**src/rtl/mem_arb_pkg.sv**
```systemverilog
// Shared types and encodings for the instruction-fetch / data-port RAM arbiter.
package mem_arb_pkg;

  // Arbiter FSM states
  typedef enum logic [1:0] {
    IDLE     = 2'd0,
    BUSY_IF  = 2'd1,
    BUSY_MEM = 2'd2,
    ERR      = 2'd3
  } arb_state_t;

  // Which port owns (or last owned) the RAM
  typedef enum logic {
    GNT_IF  = 1'b0,
    GNT_MEM = 1'b1
  } grant_t;

  // Access size encodings; 2'b11 is treated as a word everywhere
  localparam logic [1:0] SZ_BYTE = 2'b00;
  localparam logic [1:0] SZ_HALF = 2'b01;
  localparam logic [1:0] SZ_WORD = 2'b10;

  // Width of the wait counter, enough for latencies up to 15
  localparam int unsigned CNT_W = 4;

  // Natural alignment rule: bytes anywhere, halves on even, words on multiples of 4
  function automatic logic is_misaligned(input logic [1:0] addr_lo,
                                         input logic [1:0] size);
    logic bad;
    bad = 1'b0;
    case (size)
      SZ_BYTE: bad = 1'b0;
      SZ_HALF: bad = addr_lo[0];
      default: bad = (addr_lo != 2'b00);
    endcase
    return bad;
  endfunction

endpackage

```
**src/rtl/mem_align_check.sv**
```systemverilog
// Combinational alignment checker for the access about to be granted.
module mem_align_check
  import mem_arb_pkg::*;
(
  input  logic [1:0] addr_lo,
  input  logic [1:0] size,
  output logic       misaligned
);

  // Pure decode of the low address bits against the access size
  always_comb begin
    misaligned = is_misaligned(addr_lo, size);
  end

endmodule

```
**src/rtl/mem_arbiter.sv**
```systemverilog
// Round-robin arbiter sharing one fixed-latency RAM between an instruction
// fetch port and a load/store port. Each grant latches the access so the RAM
// sees stable controls while the requester's inputs may wander.
module mem_arbiter
  import mem_arb_pkg::*;
#(
  parameter int unsigned WAIT_CYCLES = 2
) (
  input  logic        clk,
  input  logic        reset,
  // fetch port
  input  logic        if_req,
  input  logic [31:0] if_addr,
  output logic [31:0] if_rdata,
  output logic        if_ready,
  output logic        if_stall,
  // data port
  input  logic        mem_req,
  input  logic        mem_rw,
  input  logic        mem_se,
  input  logic [1:0]  mem_size,
  input  logic [31:0] mem_addr,
  input  logic [31:0] mem_wdata,
  output logic [31:0] mem_rdata,
  output logic        mem_ready,
  output logic        mem_stall,
  output logic        align_err,
  // shared RAM
  output logic        ram_en,
  output logic        ram_rw,
  output logic        ram_se,
  output logic [1:0]  ram_size,
  output logic [31:0] ram_addr,
  output logic [31:0] ram_wdata,
  input  logic [31:0] ram_rdata
);

  // The counter runs WAIT_CYCLES-1 .. 0 across the busy cycles, so the final
  // busy cycle (count 0) is the completion cycle.
  localparam logic [CNT_W-1:0] WAIT_LOAD = CNT_W'(WAIT_CYCLES - 1);

  arb_state_t       state;
  grant_t           last_grant;
  logic [CNT_W-1:0] wait_cnt;

  logic [31:0] lat_addr;
  logic [31:0] lat_wdata;
  logic [1:0]  lat_size;
  logic        lat_rw;
  logic        lat_se;

  logic        grant_vld;
  grant_t      grant_sel;
  logic [31:0] sel_addr;
  logic [1:0]  sel_size;
  logic        misaligned;

  logic busy;
  logic if_done;
  logic mem_done;

  // Pick the next owner while idle; ties go to the port that did not win last
  always_comb begin
    grant_vld = 1'b0;
    grant_sel = GNT_IF;
    if (state == IDLE) begin
      grant_vld = if_req | mem_req;
      if (if_req && mem_req) begin
        grant_sel = (last_grant == GNT_IF) ? GNT_MEM : GNT_IF;
      end else if (mem_req) begin
        grant_sel = GNT_MEM;
      end
    end
    sel_addr = (grant_sel == GNT_MEM) ? mem_addr : if_addr;
    sel_size = (grant_sel == GNT_MEM) ? mem_size : SZ_WORD;
  end

  mem_align_check u_align (
    .addr_lo    (sel_addr[1:0]),
    .size       (sel_size),
    .misaligned (misaligned)
  );

  // Arbiter FSM: grant from IDLE, count down in BUSY, one-cycle ERR response
  always_ff @(posedge clk) begin
    if (reset) begin
      state      <= IDLE;
      wait_cnt   <= '0;
      last_grant <= GNT_IF;
    end else begin
      case (state)
        IDLE: begin
          if (grant_vld) begin
            last_grant <= grant_sel;
            wait_cnt   <= WAIT_LOAD;
            if (misaligned) begin
              state <= ERR;
            end else if (grant_sel == GNT_MEM) begin
              state <= BUSY_MEM;
            end else begin
              state <= BUSY_IF;
            end
          end
        end
        BUSY_IF, BUSY_MEM: begin
          if (wait_cnt == '0) begin
            state <= IDLE;
          end else begin
            wait_cnt <= wait_cnt - 1'b1;
          end
        end
        ERR: begin
          state    <= IDLE;
          wait_cnt <= '0;
        end
        default: begin
          state    <= IDLE;
          wait_cnt <= '0;
        end
      endcase
    end
  end

  // Capture the winning access; the RAM is driven only from these copies
  always_ff @(posedge clk) begin
    if (grant_vld) begin
      lat_addr  <= sel_addr;
      lat_size  <= sel_size;
      lat_rw    <= (grant_sel == GNT_MEM) ? mem_rw    : 1'b0;
      lat_se    <= (grant_sel == GNT_MEM) ? mem_se    : 1'b0;
      lat_wdata <= (grant_sel == GNT_MEM) ? mem_wdata : 32'h0;
    end
  end

  // Port and RAM outputs decoded from the registered state
  always_comb begin
    busy     = (state == BUSY_IF) || (state == BUSY_MEM);
    if_done  = (state == BUSY_IF)  && (wait_cnt == '0);
    mem_done = (state == BUSY_MEM) && (wait_cnt == '0);

    if_ready  = if_done  || ((state == ERR) && (last_grant == GNT_IF));
    mem_ready = mem_done || ((state == ERR) && (last_grant == GNT_MEM));
    align_err = (state == ERR);

    // Error responses return zero data; only a real completion passes RAM data
    if_rdata  = if_done  ? ram_rdata : 32'h0;
    mem_rdata = mem_done ? ram_rdata : 32'h0;

    if_stall  = if_req  & ~if_ready;
    mem_stall = mem_req & ~mem_ready;

    ram_en    = busy;
    ram_addr  = busy ? lat_addr  : 32'h0;
    ram_wdata = busy ? lat_wdata : 32'h0;
    ram_size  = busy ? lat_size  : 2'b00;
    ram_rw    = busy ? lat_rw    : 1'b0;
    ram_se    = busy ? lat_se    : 1'b0;
  end

endmodule

```
**config.mk**
```make
export PLATFORM = sky130hd
export DESIGN_NAME = mem_arbiter
export DESIGN_NICKNAME = d
export VERILOG_FILES = /design/src/rtl/mem_arb_pkg.sv /design/src/rtl/mem_align_check.sv /design/src/rtl/mem_arbiter.sv
export SDC_FILE = /design/constraint.sdc
export NUM_CORES = 1
export LEC_CHECK = 0
export ABC_AREA = 1
export CAP_MARGIN = 10
export CORE_AREA = 2 2 107 109
export CTS_BUF_LIST = sky130_fd_sc_hd__clkbuf_4 sky130_fd_sc_hd__clkbuf_8 sky130_fd_sc_hd__clkbuf_16
export DETAILED_ROUTE_END_ITERATION = 6
export DIE_AREA = 0 0 109 111
export PLACE_DENSITY = 0.84
export SLEW_MARGIN = 20
export SYNTH_ARGS = -nofsm -noshare
export SYNTH_HDL_FRONTEND = slang
export SYNTH_SLANG_ARGS = --single-unit
```
**constraint.sdc**
```tcl
create_clock -name clk -period 6.25 [get_ports clk]
set_clock_uncertainty 0.2 [all_clocks]
set_input_delay 1.875 -clock clk [delete_from_list [all_inputs] [get_ports clk]]
set_output_delay 1.875 -clock clk [all_outputs]
set_load 0.02 [all_outputs]
```
==> results of run 1 <==
## where the power goes
| part | leakage [nW] | switching, W | total, W | internal, W |
|---|---|---|---|---|
| Combinational | 2.78 | 0.000992 | 0.00170 | 0.000709 |
| Sequential | 0.740 | 0.0000720 | 0.000939 | 0.000867 |
| Clock | 0.150 | 0.000194 | 0.000510 | 0.000316 |
## flip-flops by register name (all words and copies together), names as in the netlist
signal	cells
last_grant	1
lat_se	1
lat_size	2
lat_addr	32
state	2
wait_cnt	4
lat_wdata	32
lat_rw	1
## worst paths after layout
path | start | end | slack, ns | cells after the start
min reg2reg | last_grant | last_grant | 0.31 | 2
max reg2reg | state[0] | lat_addr[24] | 3.74 | 5
min | last_grant | last_grant | 0.31 | 2
max | if_req | if_stall | 0.99 | 4
## layout make-up
cell class / instances / area [um2] / area share
Timing Repair Buffer: 277 / 2763 / 0.3794
Clock buffer: 11 / 240.2 / 0.03300
Tap cell: 143 / 178.9 / 0.02457
Clock inverter: 5 / 53.80 / 0.007390
Inverter: 152 / 570.5 / 0.07836
Multi-Input combinational cell: 318 / 1292 / 0.1775
Sequential cell: 75 / 2182 / 0.2997
## layer usage
| metal | global-route usage | up-vias |
|---|---|---|
| li1 | - | 2166 |
| met5 | 0 | - |
| met3 | 0.05996 | 12 |
| met1 | 0.1943 | 1818 |
| met4 | 0.07094 | 0 |
| met2 | 0.3772 | 169 |
## logic make-up (layout without fill, tap and decap cells)
group / after synthesis / count (layout)
flip-flops: 75 / 75
adder cells (fa/ha/maj): 5 / 5
AO/OA/AOI/OAI: 12 / 12
AND/OR/NAND/NOR: 301 / 301
buffers and inverters: 176 / 445
## critical path: cells and delay by family
kind          cells  cell delay (ns)
simple gates      1             0.10
buf+inv           3             1.21
## through the flow
stage	utilization	setup slack (ns)	power, W
global route	0.6573	0.8854	0.003359
detailed placement	0.6307	0.9929	0.002665
global placement	0.6307	1.012	0.002636
finish	0.6573	0.9920	0.003151
floorplan	-	1.975	0.001879
CTS	0.6573	0.9868	0.003182
## cell usage in the layout, fill, tap and decap left out, types with 2 or more instances in the layout
cell             count
o21ai_0              6
nand2_1            178
edfxtp_1            68
clkinv_2             3
clkdlybuf4s50_1    273
a21oi_1              3
nand2_2              2
clkbuf_4             2
nor2_1             108
clkbuf_16            9
ha_1                 4
buf_4                4
nand3_1              9
dfxtp_1              7
inv_1              151
==> impl_metrics.tcl, run 1 <==
set metrics [dict create \
    syn_area_per_cell_um2 7.300 \
    synth_top_family_by_area "simple AND/OR/NAND/NOR gates" \
    place_inst 965 \
    diodes 0 \
    hpwl_um 9083 \
    via_per_inst 4.246 \
    holdCritPathClass "flip-flop to flip-flop" \
    port_buffers 273 \
    end_kind "primary output" \
    place.gp.congestion 0.8008 \
    drc_errors 0 \
    synth.most_common_cell "nand2_1" \
    die_h_um 111 \
    core-area_mm2 0.01108 \
    grt_max_degree 70 \
    synth_ff_type "edfxtp_1" \
    fp.dieW_um 109 \
    drt_first_iter_violations 240 \
    crit_type "input port to primary output" \
    clockBufferDepth 2 \
    wl_per_cell_um 12.15 \
    dr.pass1.iters 4 \
    fill_cells 923 \
    synth_area_leaders "edfxtp_1, nand2_1, inv_1" \
    yosys-top-cells-count "nand2_1, inv_1, nor2_1" \
    cp-start-kind "input port" \
    yosysTopAreaCell "edfxtp_1" \
    cts-root-buf "clkbuf_16" \
    slowest_stage "clkdlybuf4s50_1" \
    tightest_slew_ns 1.057 \
    setup-tns-final_ns 0 \
    clk_latency_ns 0.33 \
    htree_levels 3 \
    ctsResizeCount 0 \
    rows 39 \
    grt_pass1_vias 3892 \
    fmax_ghz 0.1902 \
    dpl-instance-area_mm2 0.006987 \
    yosys_warnings 0 \
    synth_area_mm2 0.004154 \
    worst_slew_margin_rel 0.2946 \
    period_share 0.8413 \
    cts.sinks 75 \
    grt_overflow 0 \
    postCtsSetupBuffers 0 \
    clk_pin_slew_ns 0.06 \
    slew_viol_final 0 \
    setup_violations 0 \
    synth-xor-area-share 0 \
    ir_drop_mv 0.1902 \
    synthMuxAreaShare 0 \
    ant_nets 0 \
    cts_tree "done" \
    max_cap_violations 0 \
    wl_met2_um 6429 \
    syn-num-nets 710 \
    ys_seq_area_frac 0.5253 \
    rsz0062_at_grt "no" \
    die_area_mm2 0.01210 \
    hold_buffers 0 \
    yosysUniqueCellTypes 19 \
    drive_above_1_share 0.03103 \
    slowest_delay_ns 0.63 \
    start_util 0.3750 \
    synth_compound_area_frac 0.01657 \
    synth_adder_area_share 0.01506 \
    nNetsFinal 974 \
    leakage_nw 3.671 \
    syn_to_final_growth_pct 75.27 \
    async_flop_share 0 \
    io_pins 274 \
    hold_ws_ns 0.3074 \
    ys_ff_latch 75 \
    synth_edf_count 68 \
    arrival_ns 3.18 \
    crit_top_cell "clkdlybuf4s50_1" \
    status "complete, no violations" \
    grt_usage 0.1974 \
    synth_simple_gate_area_share 0.2789 \
    syn_inst 569 \
    numCtsBuffers 9 \
    wl_um 11920 \
    final_hold_viol_count 0 \
    instances_no_fill 981 \
    highest_layer "met4" \
    antenna_found_initial 0 \
    wl_met3_um 1078 \
    final_cell_area_mm2 0.007281 \
    worst_ep_required_time_ns 4.18 \
    wl_met1_um 4233 \
    yosys.area.top_type_share 0.4916 \
    period_minus_slack_ns 5.258 \
    vias 4165 \
    cp_max_fo 3 \
    grt_pass1_wl_um 18350 \
    p_per_area_mw_per_mm2 432.8 \
    cp_cell_sequence "clkdlybuf4s50_1 -> inv_1 -> nor2_1 -> clkdlybuf4s50_1" \
]
No activity file was read; power rests on OpenSTA's default activity.
==> run 2: changes to the inputs <==
--- a/config.mk
+++ b/config.mk
@@ -7,11 +7,10 @@
 export LEC_CHECK = 0
 export ABC_AREA = 1
 export CAP_MARGIN = 10
-export CORE_AREA = 2 2 107 109
+export CORE_UTILIZATION = 33
 export CTS_BUF_LIST = sky130_fd_sc_hd__clkbuf_4 sky130_fd_sc_hd__clkbuf_8 sky130_fd_sc_hd__clkbuf_16
 export DETAILED_ROUTE_END_ITERATION = 6
-export DIE_AREA = 0 0 109 111
-export PLACE_DENSITY = 0.84
+export PLACE_DENSITY = 0.78
 export SLEW_MARGIN = 20
 export SYNTH_ARGS = -nofsm -noshare
 export SYNTH_HDL_FRONTEND = slang
==> constraint.sdc (replaced) <==
create_clock -name clk -period 4.45 [get_ports clk]
set_clock_uncertainty 0.2 [all_clocks]
set_input_delay 1.335 -clock clk [delete_from_list [all_inputs] [get_ports clk]]
set_output_delay 1.335 -clock clk [all_outputs]
set_load 0.02 [all_outputs]
==> run 2 against run 1 <==
  * Register-to-register slack worse by 1.5 ns
  * Critical path type unchanged
  * Cell count is 3.1% higher
  * Core utilization is 5.3 points lower
  * Largest power group unchanged
  * Critical path depth stayed put
  * Clock power is 25% higher
  * Wire length is 1.3% higher
  * Die area is 7.8% higher
  * Flip-flop and latch count stayed put
  * Worst hold slack better by 0.011 ns
  * Non-clock buffer count is 6 higher
  * Highest routed layer unchanged
==> impl_metrics.tcl, run 2 (synthesized netlist as in run 1, its figures left out) <==
set metrics [dict create \
    max_cap_violations 0 \
    hold_path.startpoint "state[1]" \
    slowest_stage "clkdlybuf4s50_1" \
    arrival_ns 2.64 \
    final_cell_area_mm2 0.007347 \
    hold-path-cell-count 2 \
    rr_startpoint "state[0]" \
    die_area_mm2 0.01304 \
    dpl_worst_slack_ns 0.2875 \
    holdCritPathClass "flip-flop to flip-flop" \
    die_h_um 114.2 \
    io_pins 274 \
    end_kind "primary output" \
    rsz0062_at_grt "no" \
    p_per_area_mw_per_mm2 597.9 \
    via_per_inst 4.192 \
    ir_drop_mv 0.2499 \
    use_met1 0.1830 \
    final_hold_viol_count 0 \
    syn_to_final_growth_pct 76.87 \
    grt_pass1_vias 4006 \
    fmax_ghz 0.2396 \
    crit_top_cell "clkdlybuf4s50_1" \
    cp_cell_sequence "clkdlybuf4s50_1 -> inv_1 -> nor2_1 -> clkdlybuf4s50_1" \
    grt.met2_usage 0.3560 \
    worst_slew_margin_rel 0.5500 \
    core-area_mm2 0.01216 \
    regToRegSetupSlack_ns 2.29 \
    grt_max_degree 34 \
    place.gp.congestion 0.7931 \
    grtUsageMet3 0.08205 \
    fin_ws_ns 0.2765 \
    cts-root-buf "clkbuf_16" \
    drt_first_iter_violations 159 \
    clockBufferDepth 2 \
    instances_no_fill 1011 \
    grt_pass1_wl_um 18800 \
    cts.sinks 75 \
    clk_latency_ns 0.32 \
    ant_nets 0 \
    slew_viol_final 0 \
    leakage_nw 3.691 \
    reg2regPathDepth 9 \
    top_usage_layer "met2" \
    ctsResizeCount 0 \
    setup_violations 0 \
    dr.pass1.iters 4 \
    rows 40 \
    min_to "state[1]" \
    cp-start-kind "input port" \
    fill_cells 1114 \
    fp.dieW_um 114.2 \
    biggestRegsByFlops "lat_addr x32, lat_wdata x32, wait_cnt x4" \
    cts_tree "done" \
    clk_pin_slew_ns 0.05 \
    worst_ep_required_time_ns 2.91 \
    start_util 0.3416 \
    multi_input_area_mm2 0.001292 \
    vias 4238 \
    wl_um 12070 \
    regArea_mm2 0.002182 \
    port_buffers 273 \
    tightest_slew_ns 0.6740 \
    htree_levels 3 \
    numCtsBuffers 9 \
    most-common-layout-cells "clkdlybuf4s50_1, nand2_1, inv_1" \
    grt_usage 0.1885 \
    postCtsSetupBuffers 0 \
    layout_commonest_cell "clkdlybuf4s50_1" \
    hold_ws_ns 0.3188 \
    drc_errors 0 \
    crit_family "buffers and inverters" \
    period_minus_slack_ns 4.173 \
    hold_buffers 0 \
    hpwl_um 9506 \
    setup-tns-final_ns 0 \
    worst-path-buf-inv 3 \
    nNetsFinal 980 \
    r2r-end "lat_addr[22]" \
    crit_type "input port to primary output" \
    place_inst 996 \
    grt_overflow 0 \
    period_share 0.9379 \
    cp_max_fo 3 \
    diodes 0 \
    wl_per_cell_um 11.94 \
    slowest_delay_ns 0.61 \
    dpl-instance-area_mm2 0.007088 \
    antenna_found_initial 0 \
    drive_above_1_share 0.03559 \
    status "complete, no violations" \
]
## run 2: cell types whose count changed in the layout (fill, tap and decap cells not counted)
cell	delta
clkinv_4	-1
buf_4	+4
clkinv_1	+1
buf_12	+2
bufinv_16	-1
## run 2: worst max path at each step
stage,slack [ns],endpoint,depth (start not counted),from
6_report,0.28,if_stall,4,if_req
5_1_grt,0.20,if_stall,4,if_req
4_1_cts,0.28,if_stall,4,if_req
3_5_place_dp,0.29,if_stall,4,if_req
3_3_place_gp,0.33,if_stall,4,if_req
2_1_floorplan,1.03,lat_addr[0],2,mem_req
## run 2: metal layers
layer | wire length (um) | up-vias | share of wire
li1 | - | 2176 | -
met4 | 206 | 0 | 0.017
met2 | 6341 | 179 | 0.53
met1 | 4326 | 1870 | 0.36
met3 | 1196 | 13 | 0.099
met5 | 0 | - | 0
## run 2: cell type report
class / instances / share of cell area
Clock inverter: 4 / 0.002554
Sequential cell: 75 / 0.2970
Timing Repair Buffer: 283 / 0.3856
Inverter: 152 / 0.07766
Multi-Input combinational cell: 318 / 0.1759
Clock buffer: 11 / 0.03270
Tap cell: 168 / 0.02861
## run 2: metrics by stage
stage                     power (W)    util
after floorplan            0.002638       -
after global placement     0.003757  0.5828
after detailed placement   0.003796  0.5828
after CTS                  0.004445  0.6041
after global routing       0.004718  0.6041
final                      0.004393  0.6041
## run 2: tightest hold or removal path, stage by stage (launching register included)
cell,delay (ns)
dfxtp_1,0.33
nand2_1,0.08
a21oi_1,0.06
## run 2: report_power, final
part           internal, W  switching (W)  leakage, nW
combinational      0.00104        0.00140         2.82
clock             0.000381       0.000255        0.133
sequential         0.00122       0.000102        0.740
==> run 3: changes to the inputs <==
--- a/config.mk
+++ b/config.mk
@@ -8,7 +8,7 @@
 export ABC_AREA = 1
 export CAP_MARGIN = 10
 export CORE_UTILIZATION = 33
-export CTS_BUF_LIST = sky130_fd_sc_hd__clkbuf_4 sky130_fd_sc_hd__clkbuf_8 sky130_fd_sc_hd__clkbuf_16
+export CTS_BUF_LIST = sky130_fd_sc_hd__clkbuf_16
 export DETAILED_ROUTE_END_ITERATION = 6
 export PLACE_DENSITY = 0.78
 export SLEW_MARGIN = 20
==> run 3 against run 2 <==
  * Worst hold slack worse by 0.0067 ns
  * Combinational power about the same
  * Register-to-register slack about the same
  * Core utilization down 0.062 points
  * Die area unchanged
  * Power down 0.39%
  * Critical path type unchanged
==> impl_metrics.tcl, run 3 (synthesized netlist as in run 1, its figures left out) <==
set metrics [dict create \
    cp_num_cells 4 \
    rows 40 \
    reg2regPathDepth 9 \
    seqPwrFrac 0.301 \
    diodes 0 \
    die_h_um 114.2 \
    crit_family "buffers and inverters" \
    port_buffers 273 \
    drc_errors 0 \
    slowest_delay_ns 0.61 \
    wl_per_cell_um 11.94 \
    start_util 0.3416 \
    status "complete, no violations" \
    antenna_found_initial 0 \
    most-common-layout-cells "clkdlybuf4s50_1, nand2_1, inv_1" \
    drt_first_iter_violations 159 \
    p_sw_frac 0.4023 \
    htree_levels 3 \
    rsz0062_at_grt "no" \
    via_per_inst 4.197 \
    clkPwrFrac 0.142 \
    setup-tns-final_ns 0 \
    final_hold_viol_count 0 \
    vias 4243 \
    holdCritPathClass "flip-flop to flip-flop" \
    regToRegSetupSlack_ns 2.29 \
    numCtsBuffers 9 \
    fp.dieW_um 114.2 \
    cp_max_fo 3 \
    grt_overflow 0 \
    setup_violations 0 \
    syn_to_final_growth_pct 76.69 \
    p_switching_w 0.001760 \
    crit_end "if_stall" \
    crit_type "input port to primary output" \
    cts_tree "done" \
    p_per_area_mw_per_mm2 596.1 \
    biggestRegsByFlops "lat_addr x32, lat_wdata x32, wait_cnt x4" \
    grt_usage 0.1885 \
    grt_pass1_vias 4006 \
    max_cap_violations 0 \
    cp_cell_sequence "clkdlybuf4s50_1 -> inv_1 -> nor2_1 -> clkdlybuf4s50_1" \
    dr.pass1.iters 4 \
    slew_viol_final 0 \
    startpoint "if_req" \
    cts-root-buf "clkbuf_16" \
    hold_buffers 0 \
    crit_top_cell "clkdlybuf4s50_1" \
    ctsResizeCount 0 \
    r2r-end "lat_addr[22]" \
    core-area_mm2 0.01216 \
    fill_cells 1113 \
    power_w 0.004375 \
    arrival_ns 2.64 \
    end_kind "primary output" \
    cts.sinks 75 \
    leakage_nw 3.693 \
    clk_latency_ns 0.32 \
    dpl_worst_slack_ns 0.2875 \
    worst-path-buf-inv 3 \
    ir_drop_mv 0.2499 \
    die_area_mm2 0.01304 \
    place.gp.congestion 0.7931 \
    clockBufferDepth 2 \
    layout_commonest_cell "clkdlybuf4s50_1" \
    hpwl_um 9506 \
    nNetsFinal 980 \
    fmax_ghz 0.2397 \
    postCtsSetupBuffers 0 \
    grt_max_degree 34 \
    slowest_stage "clkdlybuf4s50_1" \
    combPwrFrac 0.557 \
    fin_ws_ns 0.2781 \
    p_int_w 0.002615 \
    clk_pin_slew_ns 0.05 \
    tightest_slew_ns 0.6749 \
    period_share 0.9375 \
    io_pins 274 \
    worst_slew_margin_rel 0.5494 \
    period_minus_slack_ns 4.172 \
    worst_ep_required_time_ns 2.91 \
    rr_startpoint "state[0]" \
    wl_um 12070 \
    cp-start-kind "input port" \
    hold_path.startpoint "last_grant" \
    drive_above_1_share 0.03321 \
    grt_pass1_wl_um 18800 \
    ant_nets 0 \
]
## run 3: final cells by class
class	count	area (um2)	area share
clock buffers	9	225.2	0.03069
clock inverters	6	26.28	0.003580
inverters	152	570.5	0.07774
multi-input cells	318	1292	0.1761
flip-flops and latches	75	2182	0.2973
well taps	168	210.2	0.02864
repair buffers	283	2833	0.3860
## run 3: per-layer routing
layer	routed length, um	share of wire	global-route usage	up-vias
met5	0	0	0	-
met4	206	0.017	0.05974	0
met3	1236	0.10	0.08205	13
met2	6359	0.53	0.3560	183
met1	4268	0.35	0.1830	1871
li1	-	-	-	2176
## run 3: metrics by stage
step,std cells,area [um2],utilization,hold slack (ns)
4_1_cts,1011,7340,0.6035,0.3089
2_1_floorplan,569,4154,-,0.2583
3_3_place_gp,996,7088,0.5828,0.2998
6_report,1011,7340,0.6035,0.3121
3_5_place_dp,996,7088,0.5828,0.3011
5_1_grt,1011,7340,0.6035,0.3392
## run 3: worst min-delay path by stage
stage / endpoint / cells past startpoint / slack (ns)
after global placement: state[0] / 2 / 0.30
after CTS: last_grant / 2 / 0.31
final: last_grant / 2 / 0.31
after detailed placement: last_grant / 2 / 0.30
after floorplan: last_grant / 2 / 0.26
after global routing: last_grant / 2 / 0.34
## run 3: tightest hold or removal path: stages (launching register included)
cell and delay [ns]:
dfxtp_1 0.33, nand2_1 0.08, a21oi_1 0.05
## run 3: power by group through the flow
stage | clock network [W] | registers [W] | logic [W]
2_1_floorplan | 0 | 0.00131 | 0.00132
3_3_place_gp | 0 | 0.00132 | 0.00244
5_1_grt | 0.000672 | 0.00136 | 0.00267
4_1_cts | 0.000636 | 0.00132 | 0.00247
3_5_place_dp | 0 | 0.00133 | 0.00246
6_report | 0.000620 | 0.00132 | 0.00244
